===== src/rtl/pl_rst_pkg.sv =====
// Shared types and constants for the PL reset sequencer: state encoding
// and the saturation limits used by the status counters.
package pl_rst_pkg;

  localparam int STATE_W = 3;

  typedef enum logic [STATE_W-1:0] {
    RESET_HOLD = 3'd0,
    WAIT_LOCK  = 3'd1,
    FILTER     = 3'd2,
    ICN_UP     = 3'd3,
    RUN        = 3'd4
  } seq_state_e;

  localparam int              EVT_W   = 8;
  localparam logic [EVT_W-1:0] EVT_MAX = 8'hFF;
  localparam logic [EVT_W-1:0] EVT_ONE = 8'd1;
  localparam int              PHASE_W = 8;

endpackage


===== src/rtl/pl_rst_sequencer_if.sv =====
// Lock/request inputs and reset/status outputs of the PL reset sequencer.
// Level signals only; there is no valid/ready handshake on this bus.
interface pl_rst_sequencer_if #(
  parameter int CNT_W = 32
);
  import pl_rst_pkg::*;

  logic               dcm_locked;
  logic               aux_reset_in;
  logic               interconnect_aresetn;
  logic               peripheral_aresetn;
  logic               peripheral_reset;
  logic               rst_active;
  logic [STATE_W-1:0] seq_state;
  logic [CNT_W-1:0]   run_cycles;
  logic [EVT_W-1:0]   reset_events;

  modport master (
    input  dcm_locked, aux_reset_in,
    output interconnect_aresetn, peripheral_aresetn, peripheral_reset,
    output rst_active, seq_state, run_cycles, reset_events
  );

  modport slave (
    output dcm_locked, aux_reset_in,
    input  interconnect_aresetn, peripheral_aresetn, peripheral_reset,
    input  rst_active, seq_state, run_cycles, reset_events
  );

endinterface


===== src/rtl/pl_rst_sync.sv =====
// Multi-flop synchroniser with asynchronous active-low clear; output is the
// last flop of the chain.
module pl_rst_sync #(
  parameter int SYNC_STAGES = 2
) (
  input  logic i_clk,
  input  logic i_rst_n,
  input  logic i_d,
  output logic o_q
);

  logic [SYNC_STAGES-1:0] r_chain;

  always_ff @(posedge i_clk or negedge i_rst_n) begin
    if (!i_rst_n) begin
      r_chain <= '0;
    end else begin
      r_chain <= {r_chain[SYNC_STAGES-2:0], i_d};
    end
  end

  assign o_q = r_chain[SYNC_STAGES-1];

endmodule


===== src/rtl/pl_rst_sequencer.sv =====
// Ordered PL reset release: interconnect first, peripherals ICN_DELAY cycles
// later, gated by a filtered lock indication; exposes state and counters.
module pl_rst_sequencer
  import pl_rst_pkg::*;
#(
  parameter int SYNC_STAGES   = 2,
  parameter int FILTER_CYCLES = 16,
  parameter int ICN_DELAY     = 8,
  parameter int CNT_W         = 32
) (
  input  logic               pl_clk0,
  input  logic               pl_resetn,
  pl_rst_sequencer_if.master bus
);

  localparam logic [PHASE_W-1:0] FILT_LAST = PHASE_W'(FILTER_CYCLES - 1);
  localparam logic [PHASE_W-1:0] DLY_LAST  = PHASE_W'(ICN_DELAY - 1);
  localparam logic [PHASE_W-1:0] PH_ONE    = PHASE_W'(1);
  localparam logic [CNT_W-1:0]   RUN_MAX   = {CNT_W{1'b1}};
  localparam logic [CNT_W-1:0]   RUN_ONE   = {{(CNT_W-1){1'b0}}, 1'b1};

  logic w_rst_ok;
  logic w_locked_s;
  logic w_aux_s;
  logic w_fault;

  seq_state_e         r_state;
  seq_state_e         w_next;
  logic [PHASE_W-1:0] r_filt_cnt;
  logic [PHASE_W-1:0] w_filt_nxt;
  logic [PHASE_W-1:0] r_dly_cnt;
  logic [PHASE_W-1:0] w_dly_nxt;
  logic               w_event;

  logic               w_icn_n_d;
  logic               w_per_n_d;
  logic               r_icn_n;
  logic               r_per_n;
  logic               r_per_rst;
  logic               r_rst_act;
  logic [CNT_W-1:0]   r_run_cycles;
  logic [EVT_W-1:0]   r_reset_events;

  pl_rst_sync #(.SYNC_STAGES(SYNC_STAGES)) u_rst_sync (
    .i_clk(pl_clk0), .i_rst_n(pl_resetn), .i_d(1'b1), .o_q(w_rst_ok)
  );

  pl_rst_sync #(.SYNC_STAGES(SYNC_STAGES)) u_lock_sync (
    .i_clk(pl_clk0), .i_rst_n(pl_resetn), .i_d(bus.dcm_locked), .o_q(w_locked_s)
  );

  pl_rst_sync #(.SYNC_STAGES(SYNC_STAGES)) u_aux_sync (
    .i_clk(pl_clk0), .i_rst_n(pl_resetn), .i_d(bus.aux_reset_in), .o_q(w_aux_s)
  );

  assign w_fault = w_aux_s | ~w_locked_s;

  always_ff @(posedge pl_clk0 or negedge pl_resetn) begin
    if (!pl_resetn) begin
      r_state    <= RESET_HOLD;
      r_filt_cnt <= '0;
      r_dly_cnt  <= '0;
    end else begin
      r_state    <= w_next;
      r_filt_cnt <= w_filt_nxt;
      r_dly_cnt  <= w_dly_nxt;
    end
  end

  // Only faults after the interconnect has been released count as events.
  always_comb begin
    w_next     = r_state;
    w_filt_nxt = r_filt_cnt;
    w_dly_nxt  = r_dly_cnt;
    w_event    = 1'b0;
    case (r_state)
      RESET_HOLD: begin
        if (w_rst_ok && !w_aux_s) w_next = WAIT_LOCK;
      end
      WAIT_LOCK: begin
        if (w_aux_s) begin
          w_next = RESET_HOLD;
        end else if (w_locked_s) begin
          w_next     = FILTER;
          w_filt_nxt = '0;
        end
      end
      FILTER: begin
        if (w_aux_s) begin
          w_next = RESET_HOLD;
        end else if (!w_locked_s) begin
          w_next = WAIT_LOCK;
        end else if (r_filt_cnt == FILT_LAST) begin
          w_next    = ICN_UP;
          w_dly_nxt = '0;
        end else begin
          w_filt_nxt = r_filt_cnt + PH_ONE;
        end
      end
      ICN_UP: begin
        if (w_fault) begin
          w_next  = RESET_HOLD;
          w_event = 1'b1;
        end else if (r_dly_cnt == DLY_LAST) begin
          w_next = RUN;
        end else begin
          w_dly_nxt = r_dly_cnt + PH_ONE;
        end
      end
      RUN: begin
        if (w_fault) begin
          w_next  = RESET_HOLD;
          w_event = 1'b1;
        end
      end
      default: w_next = RESET_HOLD;
    endcase
  end

  // Reset outputs are decoded from the next state so they change on the
  // same edge as the state transition.
  always_comb begin
    w_icn_n_d = 1'b0;
    w_per_n_d = 1'b0;
    case (w_next)
      ICN_UP:  w_icn_n_d = 1'b1;
      RUN: begin
        w_icn_n_d = 1'b1;
        w_per_n_d = 1'b1;
      end
      default: begin
        w_icn_n_d = 1'b0;
        w_per_n_d = 1'b0;
      end
    endcase
  end

  always_ff @(posedge pl_clk0 or negedge pl_resetn) begin
    if (!pl_resetn) begin
      r_icn_n        <= 1'b0;
      r_per_n        <= 1'b0;
      r_per_rst      <= 1'b1;
      r_rst_act      <= 1'b1;
      r_run_cycles   <= '0;
      r_reset_events <= '0;
    end else begin
      r_icn_n   <= w_icn_n_d;
      r_per_n   <= w_per_n_d;
      r_per_rst <= ~w_per_n_d;
      r_rst_act <= ~w_per_n_d;
      if (r_state == RUN && r_run_cycles != RUN_MAX) begin
        r_run_cycles <= r_run_cycles + RUN_ONE;
      end
      if (w_event && r_reset_events != EVT_MAX) begin
        r_reset_events <= r_reset_events + EVT_ONE;
      end
    end
  end

  assign bus.interconnect_aresetn = r_icn_n;
  assign bus.peripheral_aresetn   = r_per_n;
  assign bus.peripheral_reset     = r_per_rst;
  assign bus.rst_active           = r_rst_act;
  assign bus.seq_state            = r_state;
  assign bus.run_cycles           = r_run_cycles;
  assign bus.reset_events         = r_reset_events;

endmodule


===== src/flat_wrapper.sv =====
// flat-port wrapper written by rule: the top's interface ports become plain ports
module pl_rst_sequencer_flat import pl_rst_pkg::*;
#(
  parameter int SYNC_STAGES   = 2,
  parameter int FILTER_CYCLES = 16,
  parameter int ICN_DELAY     = 8,
  parameter int CNT_W         = 32
)
  (pl_clk0, pl_resetn, bus_dcm_locked, bus_aux_reset_in, bus_interconnect_aresetn, bus_peripheral_aresetn, bus_peripheral_reset, bus_rst_active, bus_seq_state, bus_run_cycles, bus_reset_events);
  pl_rst_sequencer_if #(.CNT_W(CNT_W)) bus_i ();
  input  logic pl_clk0;
  input  logic pl_resetn;
  input wire logic [$bits(bus_i.dcm_locked)-1:0] bus_dcm_locked;
  input wire logic [$bits(bus_i.aux_reset_in)-1:0] bus_aux_reset_in;
  output wire logic [$bits(bus_i.interconnect_aresetn)-1:0] bus_interconnect_aresetn;
  output wire logic [$bits(bus_i.peripheral_aresetn)-1:0] bus_peripheral_aresetn;
  output wire logic [$bits(bus_i.peripheral_reset)-1:0] bus_peripheral_reset;
  output wire logic [$bits(bus_i.rst_active)-1:0] bus_rst_active;
  output wire logic [$bits(bus_i.seq_state)-1:0] bus_seq_state;
  output wire logic [$bits(bus_i.run_cycles)-1:0] bus_run_cycles;
  output wire logic [$bits(bus_i.reset_events)-1:0] bus_reset_events;
  assign bus_i.dcm_locked = bus_dcm_locked;
  assign bus_i.aux_reset_in = bus_aux_reset_in;
  assign bus_interconnect_aresetn = bus_i.interconnect_aresetn;
  assign bus_peripheral_aresetn = bus_i.peripheral_aresetn;
  assign bus_peripheral_reset = bus_i.peripheral_reset;
  assign bus_rst_active = bus_i.rst_active;
  assign bus_seq_state = bus_i.seq_state;
  assign bus_run_cycles = bus_i.run_cycles;
  assign bus_reset_events = bus_i.reset_events;
  pl_rst_sequencer #(.SYNC_STAGES(SYNC_STAGES), .FILTER_CYCLES(FILTER_CYCLES), .ICN_DELAY(ICN_DELAY), .CNT_W(CNT_W)) u_core (.pl_clk0(pl_clk0), .pl_resetn(pl_resetn), .bus(bus_i));
endmodule

===== config.mk =====
export PLATFORM = sky130hd
export DESIGN_NAME = pl_rst_sequencer_flat
export DESIGN_NICKNAME = d
export VERILOG_FILES = /design/src/rtl/pl_rst_pkg.sv /design/src/rtl/pl_rst_sequencer_if.sv /design/src/rtl/pl_rst_sync.sv /design/src/rtl/pl_rst_sequencer.sv /design/src/flat_wrapper.sv
export SDC_FILE = /design/constraint.sdc
export NUM_CORES = 1
export LEC_CHECK = 0
export BUFFER_PORTS_ARGS = -buffer_cell sky130_fd_sc_hd__clkbuf_2
export CAP_MARGIN = 0
export CORE_MARGIN = 2
export CORE_UTILIZATION = 56
export CTS_CLUSTER_DIAMETER = 40
export DETAILED_ROUTE_END_ITERATION = 10
export PLACE_DENSITY_LB_ADDON = 0.12
export SLEW_MARGIN = 25
export SYNTH_ARGS = -nofsm -noshare
export SYNTH_HDL_FRONTEND = slang
export SYNTH_SLANG_ARGS = --single-unit

===== constraint.sdc =====
create_clock -name pl_clk0 -period 2.3 [get_ports pl_clk0]
set_clock_uncertainty 0.05 [all_clocks]
set_input_delay 0.23 -clock pl_clk0 [delete_from_list [all_inputs] [get_ports pl_clk0]]
set_output_delay 0.23 -clock pl_clk0 [all_outputs]
set_load 0.05 [all_outputs]

After elaboration in Yosys (flattened, before gate mapping)
Cells that the tools add are included.
Operators by class
  add/sub/neg operators: 4
  bitwise gates (word level): 3
  reduce and logical (&&, ||, !) cells: 11
  mux-type cells: 26
  equal/unequal tests: 18
  order comparisons: 0
  divide/modulo/power cells: 0
  multipliers: 0
  shift operators: 0
Operators by type and width (count)
  8-bit 2-to-1 mux: 10
  32-bit by 1-bit adder with 32-bit output, second input constant: 1
  32-bit != test, second input constant: 1
  8-bit one-hot mux with 2 select lines: 2
  3-bit 2-to-1 mux: 9
  8-bit by 1-bit adder with 8-bit output, second input constant: 3
  3-bit one-hot mux with 5 select lines: 1
  2-bit != test, second input constant: 7
  6-bit AND reduction: 2
  3-bit by 2-bit == test with 1-bit output, second input constant: 3
  8-bit by 3-bit == test with 1-bit output, second input constant: 1
  8-bit by 4-bit == test with 1-bit output, second input constant: 1
  8-bit != test, second input constant: 1
  3-bit == test, second input constant: 2
  1-bit 2-to-1 mux: 4
  2-bit nonzero test: 2
  2-bit OR reduction: 2
  3-bit by 1-bit == test with 1-bit output, second input constant: 1
  1-bit logical AND: 3
  3-bit zero test: 1
  2-bit by 1-bit != test with 1-bit output, second input constant: 1
  1-bit NOT: 2
  1-bit zero test: 1
  1-bit OR: 1
Word-level totals
  bits of input ports: 4
  output and inout bits: 47
  bits in read-only memories: 0
  register bits: 68
  memories kept: 0
  bits in latches: 0
  memory bits (writable): 0

Logic depth before layout (Yosys ltp)
Gate-level depths: netlist of run 1.
  depth after elaboration: 8
  gate-level depth with buffers: 7
  gate-level depth less buffers: 6

Hierarchy
From an unflattened synthesis of run 1, not the netlist that was laid out.
Second synthesis, totals
  cells, all modules: 298
  area, all modules: 3258.1 um^2
By module, submodules not included
  pl_rst_sequencer: cells an instance 292, times used 1, area an instance 3108.0 um^2, seq. area each 1552.7 um^2
  pl_rst_sync: cells an instance 2, times used 3, area an instance 50.0 um^2, seq. area each 50.0 um^2

Least setup slack after synthesis of run 1
OpenSTA, ideal clock, no wires.
  path kind: reg2reg
  start point: reg u_core.r_run_cycles[0] (netlist: u_core.bus.run_cycles[0])
  end point: reg u_core.r_run_cycles[1] (netlist: u_core.bus.run_cycles[1])
  slack: -0.173 ns
  library setup time: 0.125 ns
  clock period less this slack: 2.473 ns
  stages on the path, launching flop included: 7
  arrival: 2.298 ns
  buffers on the path: 1
  data required time: 2.125 ns
  cell sequence: dfrtp_1 ha_1 nand3_1 or3_1 o31a_1 buf_6 mux2_4
Between the ends
  word-level cells in the longest chain between the ends: 2
  elaborated cells between the ends (all ways): 3
  classes of those cells: add/sub: 1; eq/ne: 1; reduce/logical: 1
RTL lines
  from (decl): RTL line pl_rst_sequencer.sv:41  | logic [CNT_W-1:0] r_run_cycles;
  from (signal assigned): RTL line pl_rst_sequencer.sv:152  | r_run_cycles <= r_run_cycles + RUN_ONE;
  branches (longest 2 deep; another with 32-bit by 1-bit adder with 32-bit output)
Parallel ways; which one is timed is not known.
A chain may end at the register's enable or synchronous reset.

Worst setup path after layout of run 1
  start point: reg u_core.r_run_cycles[19] (netlist: u_core.bus.run_cycles[19])
  end point: reg u_core.r_run_cycles[1] (netlist: u_core.bus.run_cycles[1])
Between the ends
  word-level cells in the longest chain between the ends: 2
RTL lines
  32-bit != test: RTL line pl_rst_sequencer.sv:151  | if (r_state == RUN && r_run_cycles != RUN_MAX) begin
  1-bit logical AND: RTL line pl_rst_sequencer.sv:151
Every way passes these cells.

==> results of run 1 <==
## metal layers
layer / part of all wire, % / vias to the layer above
li1: - / 1279
met1: 46 / 1279
met2: 47 / 74
met3: 5.0 / 10
met4: 1.9 / 0
met5: 0 / -
## cell families (layout without fill, tap and decap cells)
family / count (synthesis) / after routing
AO/OA/AOI/OAI: 45 / 45
multiplexers: 6 / 6
buffers and inverters: 21 / 99
flip-flops: 68 / 68
other: 1 / 1
adder cells (fa/ha/maj): 4 / 4
AND/OR/NAND/NOR: 134 / 134
XOR/XNOR: 41 / 41
## cells in the mapped netlist (2+ instances only)
cell type / instances / share of area [%]
dfrtp_1: 67 / 51
nor2_1: 29 / 3.3
xor2_1: 25 / 6.7
nand3_1: 22 / 3.4
nand2_1: 21 / 2.4
xnor2_1: 16 / 4.3
a21oi_1: 15 / 2.3
nor3_1: 15 / 2.3
nand4_1: 14 / 2.7
o21ai_0: 14 / 2.2
inv_1: 11 / 1.3
and3_1: 8 / 1.5
clkbuf_1: 6 / 0.69
nor4_1: 5 / 0.96
and4_1: 4 / 1.1
ha_1: 4 / 1.5
o21a_1: 4 / 0.92
mux2_2: 3 / 1.0
a31oi_1: 2 / 0.38
buf_2: 2 / 0.31
mux2i_1: 2 / 0.61
o22ai_1: 2 / 0.38
o31a_1: 2 / 0.54
or3b_2: 2 / 0.54
or4_1: 2 / 0.46
## power by group
group | total [mW] | switching (mW) | leakage, nW | internal [mW]
Combinational | 0.286 | 0.193 | 0.919 | 0.0931
Clock | 0.892 | 0.441 | 0.0896 | 0.451
Sequential | 1.29 | 0.0500 | 0.883 | 1.24
Total | 2.47 | 0.684 | 1.89 | 1.78
## timing repair
item / 4_1_cts / 5_1_grt
hold buffers: 3 / 0
endpoints found under the hold margin: 69 / 0
setup buffers: 0 / 0
## critical path, cell delays in order, from the launching register on
cell,delay [ns]
dfrtp_2,0.40
nand4_1,0.15
or4_1,0.60
o31a_1,0.47
mux2_4,0.34
## area by class of cell
| type | instances | area (um2) | area share [%] |
|---|---|---|---|
| clock buffers | 13 | 158.9 | 4.039 |
| clock inverters | 3 | 21.27 | 0.5407 |
| inverters | 11 | 41.29 | 1.050 |
| multi-input cells | 231 | 1463 | 37.18 |
| flip-flops and latches | 68 | 1724 | 43.83 |
| well taps | 72 | 90.09 | 2.290 |
| repair buffers | 72 | 435.4 | 11.07 |
## flip-flops by register name, indices dropped and copies added, names as in the netlist, 2 cells and up
register	count
u_core.r_filt_cnt	8
u_core.u_lock_sync.r_chain	2
u_core.r_dly_cnt	8
u_core.bus.seq_state	3
u_core.u_rst_sync.r_chain	2
u_core.bus.reset_events	8
u_core.u_aux_sync.r_chain	2
u_core.bus.run_cycles	32
## worst paths after layout
| check | startpoint | slack, ns | cells past startpoint | endpoint |
|---|---|---|---|---|
| max | u_core.bus.run_cycles[19] | 0.18 | 4 | u_core.bus.run_cycles[1] |
| min | u_core.u_lock_sync.r_chain[0] | 0.30 | 0 | u_core.u_lock_sync.r_chain[1] |
| max reg2reg | u_core.bus.run_cycles[19] | 0.18 | 4 | u_core.bus.run_cycles[1] |
| min reg2reg | u_core.u_lock_sync.r_chain[0] | 0.30 | 0 | u_core.u_lock_sync.r_chain[1] |
| max in group asynchronous | pl_resetn | 1.50 | 3 | u_core.bus.run_cycles[29] |
| min in group asynchronous | pl_resetn | 0.38 | 3 | u_core.r_filt_cnt[5] |
## metrics by stage
step | hold WS [ns] | cell area [um2]
2_1_floorplan | -0.1156 | 3279
3_3_place_gp | 0.2276 | 3724
3_5_place_dp | 0.2271 | 3724
4_1_cts | 0.3012 | 3934
5_1_grt | 0.3093 | 3934
6_report | 0.2981 | 3934
==> flow_summary.yaml, run 1 <==
status:
  status: "complete, no violations"
grt:
  grt_pass1_wl_um: 11510
  grt_use_met3_pct: 3.933
  globalRoute.totalOverflow: 0
  grt_most_used_layer: "met2"
  grt_pass1_vias: 2485
  use_met1_pct: 33.28
  grt_max_degree: 69
  met2_usage_pct: 34.42
  antenna_found_initial: 0
  grtUsageTotal_pct: 23.34
logic_synthesis:
  synth_xor_area_share_pct: 11.02
  synth_edf_count: 0
  synth.net_count: 328
  ys_warn_count: 0
  ys_ff_latch: 68
  synth_area_per_cell_um2: 10.18
  syn-instance-count: 320
  synth-compound-area-share_pct: 8.065
  synth.distinct_cells: 48
  synthAdderAreaFrac_pct: 1.536
  ys_async_sr_fraction_pct: 100.0
  synth_top_family_by_area: "simple AND/OR/NAND/NOR gates"
  synthSimpleGateAreaFrac_pct: 22.04
  yosysSeqAreaShare_pct: 52.27
  ys.flop_type: "dfrtp_1"
  muxShareOfSynthArea_pct: 2.112
  syn_area_um2: 3258
placed_design:
  pre_cts_ws_ns: 0.2007
  dp.cells: 451
  gp_congestion: 0.7999
  io_buffers: 50
  dp_hpwl_um: 4804
clock_network:
  post_cts_resized: 0
  clkSinkCount: 68
  clk-insertion-delay-late_ns: 0.34
  htreeDepth: 3
  path_clk_slew_ns: 0.07
  cts_tree: "yes"
  clock_path_buffers: 2
  cts_made_buffers: 9
  clockRootBuffer: "clkbuf_8"
hold_path:
  hold_class: "reg -> reg"
detailed_routing:
  first_pass_iters: 7
  via_per_inst: 5.621
  wl_um: 6855
  drtAntennaViolNets: 0
  wire_per_inst_um: 14.59
  drc: 0
  via_count: 2642
  drt-initial-drc-count: 176
die:
  dieArea_um2: 6444
  std_cell_rows: 27
  start_util_pct: 58.45
  dieWidth_um: 80.28
  boundaryPins: 51
  core_area_um2: 5574
  die_y_um: 80.28
sta:
  slew_viol_final: 0
  rsz0062_at_grt: "no"
  fmax_mhz: 471.2
  setup_slack_ns: 0.1778
  slew_headroom_pct: 67.02
  hold_violations: 0
  min_period_ns: 2.122
  finalSetupViolations: 0
  tightestPinTransition_ns: 0.4895
  timing.final.crit_share_pct: 92.27
  setup-tns-final_ns: 0
finish:
  layout-drive-gt1-share_pct: 27.39
  layoutNonFillerInstCount: 470
  final_cell_mix: "dfrtp_1, clkbuf_2, nor2_1"
  nNetsFinal: 401
  syn2layout_area_growth_pct: 20.74
  fin_util_pct: 70.57
  layout_commonest_cell: "dfrtp_1"
  fill_cells: 441
  antennaDiodeCount: 0
critical_path:
  crit_fanout: 10
  start_kind: "flip-flop"
  required_ns: 2.47
  crit_type: "reg -> reg"
  critPathArrivalTime_ns: 2.30
  cp-end-kind: "flip-flop"
power_and_ir_drop:
  p_leak_nw: 1.892
  ir_drop_mv: 0.5922
  power_density_nw_per_um2: 626.8
  power_mw: 2.466
flow_run:
  drv_cap: 0
No activity file was read; power rests on OpenSTA's default activity.
==> run 2: changes to the inputs <==
--- a/config.mk
+++ b/config.mk
@@ -8,7 +8,7 @@
 export BUFFER_PORTS_ARGS = -buffer_cell sky130_fd_sc_hd__clkbuf_2
 export CAP_MARGIN = 0
 export CORE_MARGIN = 2
-export CORE_UTILIZATION = 56
+export CORE_UTILIZATION = 61
 export CTS_CLUSTER_DIAMETER = 40
 export DETAILED_ROUTE_END_ITERATION = 10
 export PLACE_DENSITY_LB_ADDON = 0.12
==> constraint.sdc (replaced) <==
create_clock -name pl_clk0 -period 2.5 [get_ports pl_clk0]
set_clock_uncertainty 0.05 [all_clocks]
set_input_delay 0.25 -clock pl_clk0 [delete_from_list [all_inputs] [get_ports pl_clk0]]
set_output_delay 0.25 -clock pl_clk0 [all_outputs]
set_load 0.05 [all_outputs]
==> run 2 against run 1 <==
Against the previous run:
- core utilization rose by 5.1 points
- sequential share of layout area about the same
- fmax decreased by 7.0%
- critical path type unchanged
- largest power group unchanged
- highest routed layer unchanged
==> flow_summary.yaml, run 2 (synthesis results as in run 1) <==
status:
  status: "complete, no violations"
sta:
  finalSetupViolations: 0
  fmax_mhz: 438.4
  timing.final.crit_share_pct: 91.23
  slew_headroom_pct: 43.93
  tightestPinTransition_ns: 0.8410
  min_period_ns: 2.281
  rsz0062_at_grt: "no"
  slew_viol_final: 0
  hold_violations: 0
  setup-tns-final_ns: 0
power_and_ir_drop:
  power_mw: 2.535
  power_density_nw_per_um2: 652.1
  ir_drop_mv: 0.6864
  p_leak_nw: 1.903
placed_design:
  dpl_cell_area_um2: 3627
  dp_hpwl_um: 4712
  gp_congestion: 0.8345
  io_buffers: 50
  dp.cells: 441
critical_path:
  ff2ff_path_depth: 4
  cp-end-kind: "flip-flop"
  required_ns: 2.68
  cp_top_family: "simple AND/OR/NAND/NOR gates"
  path_depth: 4
  crit_type: "reg -> reg"
  slowest_stage: "or4_1"
  crit_path_cell_trace: "nand4_1 > or4_1 > o31a_1 > mux2_4"
  slowest_delay_ns: 0.67
  crit_fanout: 10
  worst-path-buf-inv: 0
  start_kind: "flip-flop"
  critPathArrivalTime_ns: 2.46
detailed_routing:
  drc: 0
  via_per_inst: 5.824
  drtAntennaViolNets: 0
  drt-initial-drc-count: 189
  via_count: 2673
  wl_um: 7069
  first_pass_iters: 4
  wire_per_inst_um: 15.40
die:
  dieArea_um2: 5942
  start_util_pct: 63.39
  std_cell_rows: 26
  boundaryPins: 51
  core_area_um2: 5140
  dieWidth_um: 77.09
  die_y_um: 77.09
grt:
  globalRoute.totalOverflow: 0
  grt_pass1_vias: 2565
  grt_pass1_wl_um: 11870
  grtUsageTotal_pct: 25.09
  antenna_found_initial: 0
  grt_max_degree: 69
finish:
  fill_cells: 391
  syn2layout_area_growth_pct: 19.32
  layout-drive-gt1-share_pct: 21.85
  layoutNonFillerInstCount: 459
  nNetsFinal: 392
  seqCellArea_um2: 1703
  layout_commonest_cell: "dfrtp_1"
  design_area_um2: 3887
  final_cell_mix: "dfrtp_1, clkbuf_2, nor2_1"
  largest_reg_flops: 32
  antennaDiodeCount: 0
  multi_input_area_um2: 1463
flow_run:
  drv_cap: 0
clock_network:
  clock_path_buffers: 2
  clkSinkCount: 68
  path_clk_slew_ns: 0.07
  htreeDepth: 3
  post_cts_resized: 0
  cts_tree: "yes"
  clockRootBuffer: "clkbuf_8"
  clk-insertion-delay-late_ns: 0.35
  cts_made_buffers: 9
hold_path:
  hold_class: "in -> async"
## run 2: report_power, final
part | leakage (nW) | internal (mW) | total [mW] | switching (mW)
Combinational | 0.871 | 0.0797 | 0.256 | 0.176
Sequential | 0.911 | 1.14 | 1.18 | 0.0457
Clock | 0.120 | 0.665 | 1.10 | 0.432
Total | 1.90 | 1.88 | 2.54 | 0.654
## run 2: metrics by stage
| stage | hold WS [ns] | setup slack, ns | util (%) |
|---|---|---|---|
| after floorplan | -0.09559 | 0.02707 | - |
| after global placement | 0.2845 | 0.3377 | 70.57 |
| after detailed placement | 0.2855 | 0.2789 | 70.57 |
| after CTS | 0.07357 | 0.2438 | 75.63 |
| after global routing | 0.1147 | 0.1222 | 75.63 |
| final | 0.03319 | 0.2191 | 75.63 |
## run 2: routing by layer
metal  global-route usage [%]  wire [um]  vias up
met5                        0          0        -
met4                    9.643         89        0
met3                    4.706        275        8
met2                    40.70       3574       65
met1                    33.70       3130     1343
li1                         -          -     1257
## run 2: worst register-to-register path, stage by stage, from the launching register on
cell and delay, ns:
dfrtp_1 0.44, nand4_1 0.18, or4_1 0.67, o31a_1 0.48, mux2_4 0.35
## run 2: final timing paths
check	start	end	slack [ns]
max	u_core.bus.run_cycles[18]	u_core.bus.run_cycles[1]	0.22
min	pl_resetn	u_core.r_filt_cnt[1]	0.03
max reg2reg	u_core.bus.run_cycles[18]	u_core.bus.run_cycles[1]	0.22
min reg2reg	u_core.u_lock_sync.r_chain[0]	u_core.u_lock_sync.r_chain[1]	0.30
max in group asynchronous	pl_resetn	u_core.bus.run_cycles[11]	1.82
min in group pl_clk0	u_core.u_lock_sync.r_chain[0]	u_core.u_lock_sync.r_chain[1]	0.30
## run 2: area by class of cell
cell class,instances,area share [%]
Clock inverter,6,2.897
Clock buffer,10,3.283
Tap cell,70,2.253
Timing Repair Buffer,63,9.076
Multi-Input combinational cell,231,37.62
Inverter,11,1.062
Sequential cell,68,43.80
## run 2: timing repair
action                                 in CTS  in global routing
hold buffers                                2                  0
endpoints found under the hold margin       2                  0
setup buffers                               0                  0
==> run 3: changes to the inputs <==
--- a/config.mk
+++ b/config.mk
@@ -5,13 +5,16 @@
 export SDC_FILE = /design/constraint.sdc
 export NUM_CORES = 1
 export LEC_CHECK = 0
+export ABC_CLOCK_PERIOD_IN_PS = 2500
 export BUFFER_PORTS_ARGS = -buffer_cell sky130_fd_sc_hd__clkbuf_2
 export CAP_MARGIN = 0
+export CELL_PAD_IN_SITES_DETAIL_PLACEMENT = 1
+export CELL_PAD_IN_SITES_GLOBAL_PLACEMENT = 2
 export CORE_MARGIN = 2
-export CORE_UTILIZATION = 61
+export CORE_UTILIZATION = 38
 export CTS_CLUSTER_DIAMETER = 40
 export DETAILED_ROUTE_END_ITERATION = 10
-export PLACE_DENSITY_LB_ADDON = 0.12
+export PLACE_DENSITY_LB_ADDON = 0.1
 export SLEW_MARGIN = 25
 export SYNTH_ARGS = -nofsm -noshare
 export SYNTH_HDL_FRONTEND = slang
==> run 3 against run 2 <==
Against the previous run:
- core utilization shrank 27 points
- register-to-register slack gained 0.03 ns
- design area grew 3.1%
- clock power is essentially flat
- hold slack gained 0.27 ns
- non-clock buffer count grew 8
- critical path depth is the same
- total power grew 0.34%
- first-iteration DRC count shrank 64%
- critical endpoint unchanged
- largest cell class unchanged
- highest routed layer unchanged
==> flow_summary.yaml, run 3 (synthesis results as in run 1) <==
grt:
  grt_pass1_wl_um: 13390
  grt_pass1_vias: 2624
  grt_max_degree: 69
  globalRoute.totalOverflow: 0
  grtUsageTotal_pct: 18.63
  antenna_found_initial: 0
clock_network:
  clock_path_buffers: 2
  cts_tree: "yes"
  cts_made_buffers: 9
  clkSinkCount: 68
  clk-insertion-delay-late_ns: 0.33
  htreeDepth: 3
  clockRootBuffer: "clkbuf_8"
  post_cts_resized: 0
  path_clk_slew_ns: 0.08
detailed_routing:
  via_count: 2660
  first_pass_iters: 4
  wire_per_inst_um: 15.86
  drt-initial-drc-count: 68
  drtAntennaViolNets: 0
  via_per_inst: 5.299
  wl_um: 7960
  drc: 0
critical_path:
  crit_fanout: 10
  reg2reg_from: "u_core.bus.run_cycles[18]"
  critPathArrivalTime_ns: 2.42
  crit_type: "reg -> reg"
  ff2ff_path_depth: 4
  r2r-end: "u_core.bus.run_cycles[1]"
  start_kind: "flip-flop"
  rrSetupSlack_ns: 0.25
  cp-end-kind: "flip-flop"
  required_ns: 2.67
sta:
  fmax_mhz: 445.1
  finalSetupViolations: 0
  min_period_ns: 2.247
  rsz0062_at_grt: "no"
  slew_viol_final: 0
  timing.final.crit_share_pct: 89.87
  slew_headroom_pct: 57.35
  tightestPinTransition_ns: 0.6331
  setup_slack_ns: 0.2533
  hold_violations: 0
  setup-tns-final_ns: 0
power_and_ir_drop:
  power_mw: 2.544
  power_density_nw_per_um2: 635.0
  p_leak_nw: 1.946
  ir_drop_mv: 0.5722
finish:
  largest_reg_flops: 32
  seqCellArea_um2: 1703
  antennaDiodeCount: 0
  layout_commonest_cell: "dfrtp_1"
  layoutNonFillerInstCount: 502
  final_cell_mix: "dfrtp_1, clkbuf_2, nor2_1"
  syn2layout_area_growth_pct: 22.96
  layout-drive-gt1-share_pct: 23.17
  nNetsFinal: 400
  fill_cells: 948
  multi_input_area_um2: 1463
die:
  dieArea_um2: 9331
  std_cell_rows: 33
  boundaryPins: 51
  dieWidth_um: 96.60
  start_util_pct: 39.45
  core_area_um2: 8258
  die_y_um: 96.60
hold_path:
  hold_class: "reg -> reg"
  hold_path_end: "u_core.u_lock_sync.r_chain[1]"
  hp-start: "u_core.u_lock_sync.r_chain[0]"
  worstHoldPathCells: 0
status:
  status: "complete, no violations"
placed_design:
  pre_cts_ws_ns: 0.2641
  gp_congestion: 0.8042
  dp.cells: 483
  dp_hpwl_um: 5666
  io_buffers: 50
flow_run:
  drv_cap: 0
-- run 3: changes by cell type in the layout (fill, tap and decap cells not counted) --
cell / delta
dlygate4sd3_1: +1
buf_4: +6
buf_12: +1
-- run 3: through the flow --
step / utilization [%] / instance area [um2] / hold slack [ns]
after floorplan: - / 3258 / -0.09559
after global placement: 45.24 / 3736 / 0.2590
after detailed placement: 45.24 / 3736 / 0.2599
after CTS: 48.52 / 4006 / 0.3028
after global routing: 48.52 / 4006 / 0.3160
final: 48.52 / 4006 / 0.2990
-- run 3: timing repair --
action                                 4_1_cts  5_1_grt
hold buffers                                 3        0
buffers inserted                             0        0
setup endpoints to repair                    0        0
endpoints found under the hold margin       69        0
-- run 3: area by class of cell --
type                            count  area share (%)
Clock inverter                      6           2.811
Tap cell                          105           3.279
Inverter                           11           1.031
Sequential cell                    68           42.50
Multi-Input combinational cell    231           36.51
Clock buffer                       10           3.186
Timing Repair Buffer               71           10.68
-- run 3: worst max-delay path, cell delays in order (launching register included) --
cell,delay [ns]
dfrtp_1,0.44
nand4_1,0.18
or4_1,0.65
o31a_1,0.48
mux2_4,0.34
-- run 3: where the power goes --
part / internal (mW) / switching, mW / total (mW)
logic: 0.0841 / 0.183 / 0.267
registers: 1.14 / 0.0471 / 1.18
clock network: 0.665 / 0.427 / 1.09
total: 1.89 / 0.657 / 2.54
-- run 3: how the worst max path moves through the flow --
stage,end,slack [ns],startpoint,cells past startpoint
2_1_floorplan,u_core.bus.run_cycles[1],0.03,u_core.bus.run_cycles[0],6
3_3_place_gp,u_core.bus.run_cycles[1],0.31,u_core.bus.run_cycles[18],4
3_5_place_dp,u_core.bus.run_cycles[1],0.26,u_core.bus.run_cycles[18],4
4_1_cts,u_core.bus.run_cycles[1],0.25,u_core.bus.run_cycles[18],4
5_1_grt,u_core.bus.run_cycles[1],0.12,u_core.bus.run_cycles[18],4
6_report,u_core.bus.run_cycles[1],0.25,u_core.bus.run_cycles[18],4
-- run 3: metal layers --
layer / wire [um] / up-vias / track usage [%]
met5: 0 / - / 0
met4: 79 / 0 / 5.869
met3: 292 / 6 / 3.336
met2: 3549 / 48 / 27.08
met1: 4039 / 1327 / 28.11
li1: - / 1279 / -
